**src/rtl/pmic_pkg.sv**
```systemverilog
// Shared definitions for the PMIC control slice (pi_duty_controller, pwm).
// Contents: the compensator FSM state type, ADC/duty widths and the default
// duty clamp limits that both the compensator and pwm build on.
package pmic_pkg;

  localparam int unsigned ADC_W  = 8;
  localparam int unsigned DUTY_W = 8;

  localparam int unsigned DEF_DUTY_MIN = 3;
  localparam int unsigned DEF_DUTY_MAX = 250;

  typedef enum logic [2:0] {
    IDLE,
    ERR,
    INTEG,
    SUM,
    OUT
  } ctrlState_t;

endpackage

```
**src/rtl/pi_duty_controller_if.sv**
```systemverilog
// Sample-in / duty-out path between the ADC read sequence and the compensator.
//   sample_valid, sample : one-cycle sample strobe and unsigned ADC code
//   duty, duty_valid     : registered duty command and its one-cycle update strobe
//   busy                 : compensator is processing a sample (new samples dropped)
// master = sample producer / duty consumer, slave = compensator.
interface pi_duty_controller_if;

  logic                         sample_valid;
  logic [pmic_pkg::ADC_W-1:0]   sample;
  logic [pmic_pkg::DUTY_W-1:0]  duty;
  logic                         duty_valid;
  logic                         busy;

  modport master (
    output sample_valid, sample,
    input  duty, duty_valid, busy
  );

  modport slave (
    input  sample_valid, sample,
    output duty, duty_valid, busy
  );

endinterface

```
**src/rtl/pi_duty_controller_soft_start_ramp.sv**
```systemverilog
// Soft-start reference generator: while enabled, ref rises by one code every
// SS_STEP_CYCLES clocks until it reaches SETPOINT, then holds there.
//   clk, reset : clock, synchronous active-high reset
//   enable     : 0 returns the ramp to zero
//   refLevel   : current reference in ADC codes
//   refDone    : registered, high once refLevel == SETPOINT
// SS_STEP_CYCLES is expected to be at least 2.
module soft_start_ramp
  import pmic_pkg::*;
#(
  parameter int unsigned SETPOINT       = 128,
  parameter int unsigned SS_STEP_CYCLES = 1024
) (
  input  logic             clk,
  input  logic             reset,
  input  logic             enable,
  output logic [ADC_W-1:0] refLevel,
  output logic             refDone
);

  localparam int unsigned CNT_W = (SS_STEP_CYCLES > 1) ? $clog2(SS_STEP_CYCLES) : 1;

  logic [CNT_W-1:0] stepCnt;

  always_ff @(posedge clk) begin
    if (reset || !enable) begin
      stepCnt  <= '0;
      refLevel <= '0;
      refDone  <= 1'b0;
    end else begin
      refDone <= (refLevel == ADC_W'(SETPOINT));
      if (refLevel < ADC_W'(SETPOINT)) begin
        if (stepCnt == CNT_W'(SS_STEP_CYCLES - 1)) begin
          stepCnt  <= '0;
          refLevel <= refLevel + 1'b1;
        end else begin
          stepCnt <= stepCnt + 1'b1;
        end
      end
    end
  end

endmodule

```
**src/rtl/pi_duty_controller.sv**
```systemverilog
// PI voltage-loop compensator feeding pwm's duty target.
// Each accepted ADC sample walks IDLE->ERR->INTEG->SUM->OUT; the clamped duty
// appears with duty_valid four cycles after acceptance. An overvoltage latch
// trips after OV_COUNT consecutive samples >= OV_LIMIT and forces DUTY_MIN.
//   clk, reset  : clock, synchronous active-high reset
//   enable      : 0 holds the loop in its safe state (duty = DUTY_MIN)
//   fault_clear : request to clear ov_fault (honoured only if last sample < OV_LIMIT)
//   bus         : sample in / duty out / busy (slave side)
//   ov_fault    : latched overvoltage fault
//   ref_done    : soft start has reached SETPOINT
module pi_duty_controller
  import pmic_pkg::*;
#(
  parameter int unsigned SETPOINT       = 128,
  parameter int unsigned KP_SHIFT       = 2,
  parameter int unsigned KI_SHIFT       = 4,
  parameter int unsigned INT_W          = 16,
  parameter int unsigned DUTY_MIN       = DEF_DUTY_MIN,
  parameter int unsigned DUTY_MAX       = DEF_DUTY_MAX,
  parameter int unsigned SS_STEP_CYCLES = 1024,
  parameter int unsigned OV_LIMIT       = 240,
  parameter int unsigned OV_COUNT       = 3
) (
  input  logic                  clk,
  input  logic                  reset,
  input  logic                  enable,
  input  logic                  fault_clear,
  pi_duty_controller_if.slave   bus,
  output logic                  ov_fault,
  output logic                  ref_done
);

  localparam int unsigned OV_CNT_W = $clog2(OV_COUNT + 1);
  localparam logic signed [INT_W:0]   INT_POS = $signed((INT_W+1)'((2**(INT_W-1)) - 1));
  localparam logic signed [INT_W:0]   INT_NEG = -INT_POS;
  localparam logic signed [INT_W+1:0] U_MAX   = (INT_W+2)'(DUTY_MAX);
  localparam logic signed [INT_W+1:0] U_MIN   = (INT_W+2)'(DUTY_MIN);

  ctrlState_t state, stateNext;

  logic [ADC_W-1:0]          refLevel;
  logic [ADC_W-1:0]          sReg;
  logic signed [ADC_W:0]     err;
  logic signed [INT_W-1:0]   integ;
  logic signed [INT_W+1:0]   u;
  logic                      satHi, satLo;
  logic [OV_CNT_W-1:0]       ovCnt;

  logic signed [ADC_W:0]     errNext;
  logic signed [INT_W:0]     integSum;
  logic signed [INT_W-1:0]   integSat;
  logic signed [INT_W+1:0]   errExt, integExt, uNext;
  logic [OV_CNT_W-1:0]       ovCntNext;
  logic                      windup;

  soft_start_ramp #(
    .SETPOINT       (SETPOINT),
    .SS_STEP_CYCLES (SS_STEP_CYCLES)
  ) u_ramp (
    .clk      (clk),
    .reset    (reset),
    .enable   (enable),
    .refLevel (refLevel),
    .refDone  (ref_done)
  );

  assign bus.busy = (state != IDLE);

  always_ff @(posedge clk) begin
    if (reset) state <= IDLE;
    else       state <= stateNext;
  end

  always_comb begin
    stateNext = state;
    if (!enable) begin
      stateNext = IDLE;
    end else begin
      case (state)
        IDLE:    if (bus.sample_valid) stateNext = ERR;
        ERR:     stateNext = INTEG;
        INTEG:   stateNext = SUM;
        SUM:     stateNext = OUT;
        OUT:     stateNext = IDLE;
        default: stateNext = IDLE;
      endcase
    end
  end

  always_comb begin
    errNext  = $signed({1'b0, refLevel}) - $signed({1'b0, sReg});
    integSum = $signed({integ[INT_W-1], integ})
             + $signed({{(INT_W-ADC_W){err[ADC_W]}}, err});
    if (integSum > INT_POS)      integSat = INT_POS[INT_W-1:0];
    else if (integSum < INT_NEG) integSat = INT_NEG[INT_W-1:0];
    else                         integSat = integSum[INT_W-1:0];
    windup   = (satHi && (err > 0)) || (satLo && (err < 0));
    errExt   = $signed({{(INT_W+1-ADC_W){err[ADC_W]}}, err});
    integExt = $signed({{2{integ[INT_W-1]}}, integ});
    uNext    = (errExt <<< KP_SHIFT) + (integExt >>> KI_SHIFT);
    if (sReg >= ADC_W'(OV_LIMIT))
      ovCntNext = (ovCnt == OV_CNT_W'(OV_COUNT)) ? ovCnt : ovCnt + 1'b1;
    else
      ovCntNext = '0;
  end

  always_ff @(posedge clk) begin
    if (reset) begin
      bus.duty       <= DUTY_W'(DUTY_MIN);
      bus.duty_valid <= 1'b0;
      ov_fault       <= 1'b0;
      ovCnt          <= '0;
      satHi          <= 1'b0;
      satLo          <= 1'b0;
      integ          <= '0;
      sReg           <= '0;
      err            <= '0;
      u              <= '0;
    end else begin
      bus.duty_valid <= 1'b0;
      if (fault_clear && (sReg < ADC_W'(OV_LIMIT))) begin
        ov_fault <= 1'b0;
        ovCnt    <= '0;
      end
      if (!enable) begin
        bus.duty <= DUTY_W'(DUTY_MIN);
        integ    <= '0;
      end else begin
        case (state)
          IDLE: if (bus.sample_valid) sReg <= bus.sample;
          ERR: begin
            // Placed after the clear request so a trip in this cycle wins.
            err   <= errNext;
            ovCnt <= ovCntNext;
            if (ovCntNext == OV_CNT_W'(OV_COUNT)) ov_fault <= 1'b1;
          end
          INTEG: begin
            if (ov_fault)     integ <= '0;
            else if (!windup) integ <= integSat;
          end
          SUM: u <= uNext;
          OUT: begin
            bus.duty_valid <= 1'b1;
            if (ov_fault) begin
              bus.duty <= DUTY_W'(DUTY_MIN);
              satHi    <= 1'b0;
              satLo    <= 1'b1;
            end else if (u > U_MAX) begin
              bus.duty <= DUTY_W'(DUTY_MAX);
              satHi    <= 1'b1;
              satLo    <= 1'b0;
            end else if (u < U_MIN) begin
              bus.duty <= DUTY_W'(DUTY_MIN);
              satHi    <= 1'b0;
              satLo    <= 1'b1;
            end else begin
              bus.duty <= u[DUTY_W-1:0];
              satHi    <= 1'b0;
              satLo    <= 1'b0;
            end
          end
          default: ;
        endcase
      end
    end
  end

endmodule

```
**src/flat_wrapper.sv**
```systemverilog
// flat-port wrapper written by rule: the top's interface ports become plain ports
module pi_duty_controller_flat import pmic_pkg::*;
#(
  parameter int unsigned SETPOINT       = 128,
  parameter int unsigned KP_SHIFT       = 2,
  parameter int unsigned KI_SHIFT       = 4,
  parameter int unsigned INT_W          = 16,
  parameter int unsigned DUTY_MIN       = DEF_DUTY_MIN,
  parameter int unsigned DUTY_MAX       = DEF_DUTY_MAX,
  parameter int unsigned SS_STEP_CYCLES = 1024,
  parameter int unsigned OV_LIMIT       = 240,
  parameter int unsigned OV_COUNT       = 3
)
  (clk, reset, enable, fault_clear, ov_fault, ref_done, bus_sample_valid, bus_sample, bus_duty, bus_duty_valid, bus_busy);
  pi_duty_controller_if bus_i ();
  input  logic clk;
  input  logic reset;
  input  logic enable;
  input  logic fault_clear;
  output logic ov_fault;
  output logic ref_done;
  input wire logic [$bits(bus_i.sample_valid)-1:0] bus_sample_valid;
  input wire logic [$bits(bus_i.sample)-1:0] bus_sample;
  output wire logic [$bits(bus_i.duty)-1:0] bus_duty;
  output wire logic [$bits(bus_i.duty_valid)-1:0] bus_duty_valid;
  output wire logic [$bits(bus_i.busy)-1:0] bus_busy;
  assign bus_i.sample_valid = bus_sample_valid;
  assign bus_i.sample = bus_sample;
  assign bus_duty = bus_i.duty;
  assign bus_duty_valid = bus_i.duty_valid;
  assign bus_busy = bus_i.busy;
  pi_duty_controller #(.SETPOINT(SETPOINT), .KP_SHIFT(KP_SHIFT), .KI_SHIFT(KI_SHIFT), .INT_W(INT_W), .DUTY_MIN(DUTY_MIN), .DUTY_MAX(DUTY_MAX), .SS_STEP_CYCLES(SS_STEP_CYCLES), .OV_LIMIT(OV_LIMIT), .OV_COUNT(OV_COUNT)) u_core (.clk(clk), .reset(reset), .enable(enable), .fault_clear(fault_clear), .bus(bus_i), .ov_fault(ov_fault), .ref_done(ref_done));
endmodule
```
**config.mk**
```make
export PLATFORM = sky130hd
export DESIGN_NAME = pi_duty_controller_flat
export DESIGN_NICKNAME = d
export VERILOG_FILES = /design/src/rtl/pmic_pkg.sv /design/src/rtl/pi_duty_controller_if.sv /design/src/rtl/pi_duty_controller_soft_start_ramp.sv /design/src/rtl/pi_duty_controller.sv /design/src/flat_wrapper.sv
export SDC_FILE = /design/constraint.sdc
export NUM_CORES = 1
export LEC_CHECK = 0
export CAP_MARGIN = 40
export CELL_PAD_IN_SITES_DETAIL_PLACEMENT = 1
export CELL_PAD_IN_SITES_GLOBAL_PLACEMENT = 1
export CORE_MARGIN = 2
export CORE_UTILIZATION = 50
export DETAILED_ROUTE_END_ITERATION = 8
export PLACE_DENSITY = 0.93
export SLEW_MARGIN = 20
export SYNTH_ARGS = -nofsm -noshare
export SYNTH_HDL_FRONTEND = slang
export SYNTH_SLANG_ARGS = --single-unit
export TNS_END_PERCENT = 30
```
**constraint.sdc**
```tcl
create_clock -name clk -period 4.4 [get_ports clk]
set_input_delay 0.88 -clock clk [delete_from_list [all_inputs] [get_ports clk]]
set_output_delay 0.88 -clock clk [all_outputs]
set_load 0.05 [all_outputs]
```
# After elaboration in Yosys (flattened, before gate mapping)
# Index checks and enable logic that the tools add are counted.
[word_totals]
regBits = 87
in_bits = 13
wordCells = 80
output_inout_bits = 12
[classes]
add_sub_neg = 6
n_reduce_logical = 15
n_mux = 25
bitwise_logic = 1
eq_ne = 10
magnitude_cmp = 9
[op_table]
columns = ["operator", "n"]
rows = [
  ["two-way mux 16 bit", 4],
  ["two-way mux 8 bit", 3],
  ["greater-than comparator 18 x 9 -> 1 bit, second input constant", 1],
  ["< comparator 18 x 3 -> 1 bit, second input constant", 1],
  ["adder 16 x 9 -> 17 bit", 1],
  ["greater-than comparator 17 x 16 -> 1 bit, second input constant", 1],
  ["< comparator 17 x 16 -> 1 bit, second input constant", 1],
  ["< comparator 8 bit, second input constant", 2],
  ["adder 11 x 12 -> 13 bit", 1],
  ["one-hot mux 3 bit (4 select lines)", 1],
  ["adder 10 x 1 -> 10 bit, second input constant", 1],
  ["equality test 10 bit, second input constant", 1],
  ["two-way mux 1 bit", 10],
  ["two-way mux 10 bit", 1],
  ["two-way mux 2 bit", 5],
  ["AND reduction 2 bit", 5],
  ["greater-than comparator 9 x 1 -> 1 bit, second input constant", 1],
  ["< comparator 9 x 1 -> 1 bit, second input constant", 1],
  ["subtractor 8 x 8 -> 9 bit", 1],
  ["adder 8 x 1 -> 8 bit, second input constant", 1],
  ["equality test 8 bit, second input constant", 1],
  [">= comparator 8 bit, second input constant", 1],
  ["equality test 3 x 2 -> 1 bit, second input constant", 2],
  ["equality test 2 bit, second input constant", 2],
  ["other kinds (14)", 17],
]

# Logic depth before layout (Yosys ltp)
# Gate-level depths: netlist (run 1).
[logic_depth]
ltp_word = 7
ltp_mapped = 12
depth_no_buf = 11

# Cells and area by module
# A second synthesis (run 1) with hierarchy kept.
[unflattened]
hier_cells = 627
hier_area_um2 = 5154.9
[by_module_without_submodules]
columns = ["module", "n_inst", "area_each_um2", "cells_each", "seq_area_each_um2"]
rows = [
  ["pi_duty_controller", 1, 4236.6, 530, 1261.2],
  ["soft_start_ramp", 1, 918.4, 97, 380.4],
]

# Least setup slack after synthesis (run 1)
# OpenSTA, ideal clock, no wires.
[synth_path]
kind = "register -> register"
from = "register u_core.err[0]"
to = "register u_core.integ[0]"
period_less_slack_ps = 2548
stages_incl_launch_ff = 11
path_buffers = 0
path_slack_ps = 1852
setup_time_ps = 64
arrival_ps = 2484
required_time_ps = 4336
cell_sequence = "dfxtp_1 -> ha_1 -> inv_1 -> fa_1 -> nand2b_1 -> a211o_1 -> a22oi_1 -> or3b_1 -> a31oi_1 -> a31oi_1 -> nor2_1"
[synth_between]
elab_chain_len = 6
elab_cells_between_ends = 14
cone_classes = "1 x add/sub; 4 x order compare; 1 x eq/ne; 4 x mux; 4 x reduce/logical"
[synth_lines]
columns = ["item", "line_no", "text"]
rows = [
  ["start: declaration", "pi_duty_controller.sv:43", "logic signed [ADC_W:0] err;"],
  ["start signal: assignment", "pi_duty_controller.sv:133", "err <= errNext;"],
  ["adder 16 x 9 -> 17 bit", "pi_duty_controller.sv:93", "+ $signed({{(INT_W-ADC_W){err[ADC_W]}}, err});"],
  ["< comparator 17 x 16 -> 1 bit", "pi_duty_controller.sv:95", "else if (integSum < INT_NEG) integSat = INT_NEG[INT_W-1:0];"],
  ["two-way mux 16 bit", "pi_duty_controller.sv:95", ""],
  ["two-way mux 16 bit", "pi_duty_controller.sv:94", "if (integSum > INT_POS) integSat = INT_POS[INT_W-1:0];"],
  ["two-way mux 16 bit", "pi_duty_controller.sv:139", "else if (!windup) integ <= integSat;"],
  ["two-way mux 16 bit", "pi_duty_controller.sv:138", "if (ov_fault) integ <= '0;"],
  ["end signal: assignment", "pi_duty_controller.sv:139", ""],
  ["end: declaration", "pi_duty_controller.sv:44", "logic signed [INT_W-1:0] integ;"],
]
# Parallel ways exist; a longest one is shown, timed or not. The select of a mux whose other input is x is not followed.
# A chain may end at the register's enable or synchronous reset.

# Worst setup path in the final report (run 1)
[layout_path]
from = "register u_core.err[6]"
to = "register u_core.integ[5]"
# The elaborated chain is that of the path after synthesis.

==> results of run 1 <==
worst min-delay path by stage:
stage	startpoint	endpoint	cells past startpoint
finish	u_core.u[9]	u_core.u[9]	2
floorplan	u_core.u[9]	u_core.u[9]	2
detailed placement	u_core.u[9]	u_core.u[9]	2
global placement	u_core.u[11]	u_core.u[11]	2
global route	u_core.u[9]	u_core.u[9]	2
CTS	u_core.u[9]	u_core.u[9]	2
logic make-up after synthesis:
group | count (synthesis)
AO/OA/AOI/OAI | 159
XOR/XNOR | 37
adder cells (fa/ha/maj) | 38
buffers and inverters | 46
flip-flops | 82
multiplexers | 10
AND/OR/NAND/NOR | 236
area by class of cell:
cell class	count	area, sq um	area share, %
clock buffers	10	128	2.30
clock inverters	6	113	2.03
inverters	21	78.8	1.42
multi-input cells	480	3140	56.7
flip-flops and latches	82	1640	29.6
well taps	133	166	3.00
repair buffers	29	275	4.97
placed cells by master (no fill, tap or decap), types with 5 or more instances in the layout:
| master | instances |
|---|---|
| a211oi_1 | 13 |
| dfxtp_1 | 82 |
| clkdlybuf4s50_1 | 24 |
| nor4_1 | 6 |
| nor2b_1 | 10 |
| nand2_1 | 66 |
| o211ai_1 | 9 |
| mux2i_1 | 10 |
| inv_1 | 21 |
| o31ai_1 | 5 |
| nand2b_1 | 8 |
| nand4_1 | 5 |
| a21o_1 | 8 |
| xor2_1 | 20 |
| or3_1 | 5 |
| nand3_1 | 14 |
| and3_1 | 9 |
| nor3_1 | 9 |
| xnor2_1 | 17 |
| o21ai_0 | 19 |
| a21oi_1 | 53 |
| o21ai_1 | 7 |
| clkbuf_8 | 9 |
| nor2_1 | 82 |
| ha_1 | 35 |
sequential cells by signal, summed over array words and instances, names as in the netlist, 3 cells and up:
register / count
u_core.bus.duty: 8
u_core.u: 13
u_core.sReg: 8
u_core.u_ramp.stepCnt: 10
u_core.err: 9
u_core.integ: 16
u_core.u_ramp.refLevel: 8
u_core.state: 3
through the flow:
step	cell area (sq um)	power, W
6_report	5540	0.00156
5_1_grt	5540	0.00162
4_1_cts	5540	0.00156
3_5_place_dp	5300	0.000900
3_3_place_gp	5290	0.000890
2_1_floorplan	4980	0.000860
routing by layer:
layer / GRT usage (%) / wire length [um]
met2: 49.3 / 7430
met3: 6.36 / 563
met4: 12.2 / 525
met5: 0 / 0
met1: 34.1 / 6300
worst max-delay path: stages (launching register included):
cell       delay [ns]
dfxtp_1          0.50
ha_1             0.39
a2111oi_2        0.33
o21ai_1          0.19
a31oi_4          0.32
nor3_2           0.11
nor3_4           0.56
nor3_4           0.17
a211oi_1         0.33
o31ai_1          0.12
report_power, final:
| group | internal [W] | switching [W] |
|---|---|---|
| sequential | 0.000749 | 0.0000103 |
| clock | 0.000381 | 0.000290 |
| combinational | 0.0000508 | 0.0000762 |
| total | 0.00118 | 0.000377 |
==> impl_metrics.json, run 1 <==
{
  "cts-root-buf": "clkbuf_8",
  "die_h_um": 104,
  "fin_setup_tns_ns": 0,
  "io_pins": 25,
  "powerDensity_mw_per_mm2": 281,
  "p_leak_nw": 2.08,
  "wirelength_mm": 14.8,
  "syn-num-nets": 659,
  "num_antenna_cells": 0,
  "muxShareOfSynthArea_pct": 2.01,
  "cts_resized": 0,
  "relSlewSlack_pct": 49.5,
  "synthFlopType": "dfxtp_1",
  "r2r_slack_ns": 1.25,
  "hpwlAfterDp_mm": 10.5,
  "first_iter_violations": 306,
  "yosysSeqAreaShare_pct": 32.9,
  "post-route-drc-count": 0,
  "synthTopCellsByArea": "dfxtp_1 33%, ha_1 8.8%, nor2_1 6.2%",
  "period_needed_ns": 3.15,
  "cp.arrival_ns": 3.38,
  "crit_path_start": "u_core.err[6]",
  "async_reset_ff_share_pct": 0,
  "status": "completed",
  "grt_start_max_net_pins": 41,
  "worstPathRequired_ns": 4.63,
  "coreArea_sq_mm": 0.00973,
  "first_global_vias": 4907,
  "rr_worst_depth": 9,
  "syn_area_sq_mm": 0.00498,
  "ant_nets": 0,
  "yosys.area.top_type": "dfxtp_1",
  "grt_first_pass_wirelength_mm": 24.9,
  "synth-simple-area-share_pct": 22.8,
  "end_kind": "register",
  "place_ws_ns": 1.20,
  "synth_xor_xnor_area_share_pct": 6.50,
  "h-tree-depth": 3,
  "synth_common_cells": "82 x dfxtp_1, 82 x nor2_1, 66 x nand2_1",
  "io_buffers": 24,
  "clk_path_buf_depth": 2,
  "avgSynthCellArea_sq_um": 8.19,
  "fillers": 1194,
  "row_count": 36,
  "worst_ir_drop_vdd_mv": 0.205,
  "insertion_delay_ns": 0.36,
  "setup_viol": 0,
  "drtPass1Iterations": 5,
  "grt_usage_pct": 28.5,
  "start_util_pct": 51.2,
  "drv_slew": 0,
  "avgViaCountPerCell": 6.06,
  "cts_tree": "built",
  "vias": 4609,
  "clock_skew_ns": 0.0119,
  "yosys_warnings": 0,
  "hp-class": "reg2reg",
  "die_w_um": 104,
  "die_area_sq_mm": 0.0108,
  "r2r-end": "u_core.integ[5]",
  "grt_overflow": 0,
  "hold_viol": 0,
  "finalNonFillerCells": 761,
  "setup_ws_ns": 1.25,
  "nets": 674,
  "max_freq_ghz": 0.317,
  "cts_made_buffers": 9,
  "timing.hold.ws_ns": 0.459,
  "syn_to_final_growth_pct": 11.3,
  "rsz0062_at_grt": "false",
  "cts_hold_buf": 0,
  "antenna_found_initial": 0,
  "utilization_pct": 57.0,
  "clk_pin_slew_ns": 0.08,
  "post-route-period-util_pct": 71.6,
  "worst_slew_pin_slew_ns": 0.752,
  "post_cts_buffers": 0,
  "synth_top_family_by_area": "simple AND/OR/NAND/NOR gates",
  "placed_cells": 745,
  "cts.sinks": 82,
  "endpoint": "u_core.integ[5]",
  "synth_cell_types": 67,
  "rr_startpoint": "u_core.err[6]",
  "synth-adder-area-share_pct": 9.99,
  "synth_edf_count": 0,
  "synth_compound_area_share_pct": 21.7,
  "path_class": "reg2reg",
  "gp_congestion": 0.868,
  "synth_cells": 608,
  "crit_fanout": 15,
  "synth_top_area_share_pct": 32.9,
  "drive_gt1_share_pct": 5.25,
  "ys_ff_latch": 82,
  "wl_per_cell_um": 19.5,
  "worst_setup_path_start_kind": "register",
  "maxCapViolations": 0
}
Note: power is estimated with default switching activity, not from simulation.
==> run 2, diff against run 1 <==
- CORE_UTILIZATION: 50 -> 46
- PLACE_DENSITY: 0.93 -> 0.87
- clock period: 4.4 -> 3.2 ns (I/O delays scaled with it)
==> run 2 against run 1 <==
Effect of this change: global-route usage fell by 3.7 points; power increased by 26%; first-iteration DRC count decreased by 47%; largest cell class unchanged; hold slack worse by 0.0051 ns; design area rose by 0.18%; core utilization fell by 3.7 points; clock power increased by 10%; setup slack worse by 1.1 ns; sequential cell count unchanged.
==> impl_metrics.json, run 2 (synthesis results as in run 1) <==
{
  "relSlewSlack_pct": 64.5,
  "combPwrFrac_pct": 9.0,
  "grt_first_pass_wirelength_mm": 22.9,
  "coreArea_sq_mm": 0.0104,
  "setup_viol": 0,
  "post-route-drc-count": 0,
  "worst_setup_path_start_kind": "register",
  "wirelength_mm": 13.9,
  "drv_slew": 0,
  "rsz0062_at_grt": "false",
  "rr_worst_depth": 11,
  "r2r_slack_ns": 0.17,
  "start_util_pct": 47.8,
  "first_global_vias": 4785,
  "first_iter_violations": 163,
  "clock_skew_ns": 0.00880,
  "syn_to_final_growth_pct": 11.5,
  "largest_register": "u_core.integ",
  "worstPathRequired_ns": 3.47,
  "crit_fanout": 12,
  "largest_register_ffs": 16,
  "cts.sinks": 82,
  "p_clk_share_pct": 37.8,
  "hpwlAfterDp_mm": 10.6,
  "hold_viol": 0,
  "rr_startpoint": "u_core.err[0]",
  "wl_per_cell_um": 18.1,
  "cts_made_buffers": 9,
  "regArea_sq_mm": 0.00164,
  "drive_gt1_share_pct": 6.46,
  "die_w_um": 108,
  "maxCapViolations": 0,
  "gp_congestion": 0.909,
  "status": "completed",
  "io_pins": 25,
  "post-route-period-util_pct": 94.7,
  "fin_setup_tns_ns": 0,
  "grt_overflow": 0,
  "ant_nets": 0,
  "hold_depth": 2,
  "end_kind": "register",
  "nets": 682,
  "fillers": 1268,
  "cts-root-buf": "clkbuf_8",
  "clk_pin_slew_ns": 0.09,
  "report.power.total_w": 0.00196,
  "worst_ir_drop_vdd_mv": 0.264,
  "cts_tree": "built",
  "avgViaCountPerCell": 5.95,
  "path_class": "reg2reg",
  "min_from": "u_core.bus.duty[5]",
  "insertion_delay_ns": 0.36,
  "antenna_found_initial": 0,
  "switching_share_pct": 25.5,
  "row_count": 37,
  "hp-class": "reg2reg",
  "cts_hold_buf": 0,
  "powerDensity_mw_per_mm2": 353,
  "num_antenna_cells": 0,
  "vias": 4584,
  "period_needed_ns": 3.03,
  "p_leak_nw": 2.09,
  "grt_start_max_net_pins": 41,
  "r2r-end": "u_core.integ[5]",
  "max_freq_ghz": 0.330,
  "worst_slew_pin_slew_ns": 0.531,
  "power_switching_w": 0.000500,
  "seqPwrFrac_pct": 53.2,
  "layout_common_cells": "82 x nor2_1, 82 x dfxtp_1, 66 x nand2_1",
  "die_area_sq_mm": 0.0117,
  "drtPass1Iterations": 4,
  "clk_path_buf_depth": 2,
  "multi_input_area_sq_mm": 0.00315,
  "top_regs": "u_core.integ (16), u_core.u (13), u_core.u_ramp.stepCnt (10)",
  "holdPathEnd": "u_core.bus.duty[5]",
  "die_h_um": 108,
  "grt_usage_pct": 24.9,
  "h-tree-depth": 3,
  "internal_power_w": 0.00146,
  "io_buffers": 24,
  "cp.arrival_ns": 3.30
}
run 2: worst max-delay path by stage:
stage	to	from
after global placement	u_core.integ[0]	u_core.err[0]
after detailed placement	u_core.integ[5]	u_core.err[0]
final	u_core.integ[5]	u_core.err[0]
after floorplan	u_core.integ[0]	u_core.err[0]
after CTS	u_core.integ[5]	u_core.err[0]
after global routing	u_core.integ[5]	u_core.err[0]
run 2: per-layer routing:
layer | up-vias | global-route usage (%) | share of wire, %
met1 | 2252 | 28.4 | 42
li1 | 2203 | - | -
met2 | 106 | 45.8 | 52
met3 | 23 | 4.64 | 3.9
met4 | 0 | 9.52 | 2.2
met5 | - | 0 | 0
run 2: worst max-delay path: stages, from the launching register on:
cell and delay, ns:
dfxtp_1 0.40, ha_1 0.22, inv_1 0.07, fa_1 0.39
nand2b_1 0.20, a211o_1 0.32, a21boi_2 0.21, o41ai_4 0.12
o22a_2 0.34, nor3_4 0.45, a211oi_1 0.13, o31ai_1 0.10
run 2: per-stage QoR:
stage	util [%]	setup WS, ns	cells	hold WS, ns	cell area (sq um)
after floorplan	-	0.652	608	0.427	4980
after global placement	51.4	0.378	754	0.439	5350
after detailed placement	51.4	0.252	755	0.447	5360
after CTS	53.2	0.230	770	0.460	5540
after global routing	53.3	0.0454	771	0.480	5550
final	53.3	0.169	771	0.454	5550
run 2: what timing repair did:
item / 4_1_cts / 5_1_grt
setup endpoints to repair: 0 / 1
buffers inserted: 0 / 0
gates resized for setup: 0 / 1
run 2: cell type report:
cell class,instances,area share (%)
clock inverters,5,1.01
inverters,21,1.42
repair buffers,37,5.99
flip-flops and latches,82,29.6
clock buffers,10,2.30
multi-input cells,480,56.6
well taps,136,3.06
run 2: power groups by stage:
| stage | logic, W | registers, W | clock network (W) |
|---|---|---|---|
| finish | 0.000176 | 0.00104 | 0.000740 |
| global route | 0.000193 | 0.00104 | 0.000796 |
| CTS | 0.000176 | 0.00104 | 0.000760 |
| detailed placement | 0.000175 | 0.00107 | 0 |
| global placement | 0.000167 | 0.00107 | 0 |
| floorplan | 0.000120 | 0.00106 | 0 |
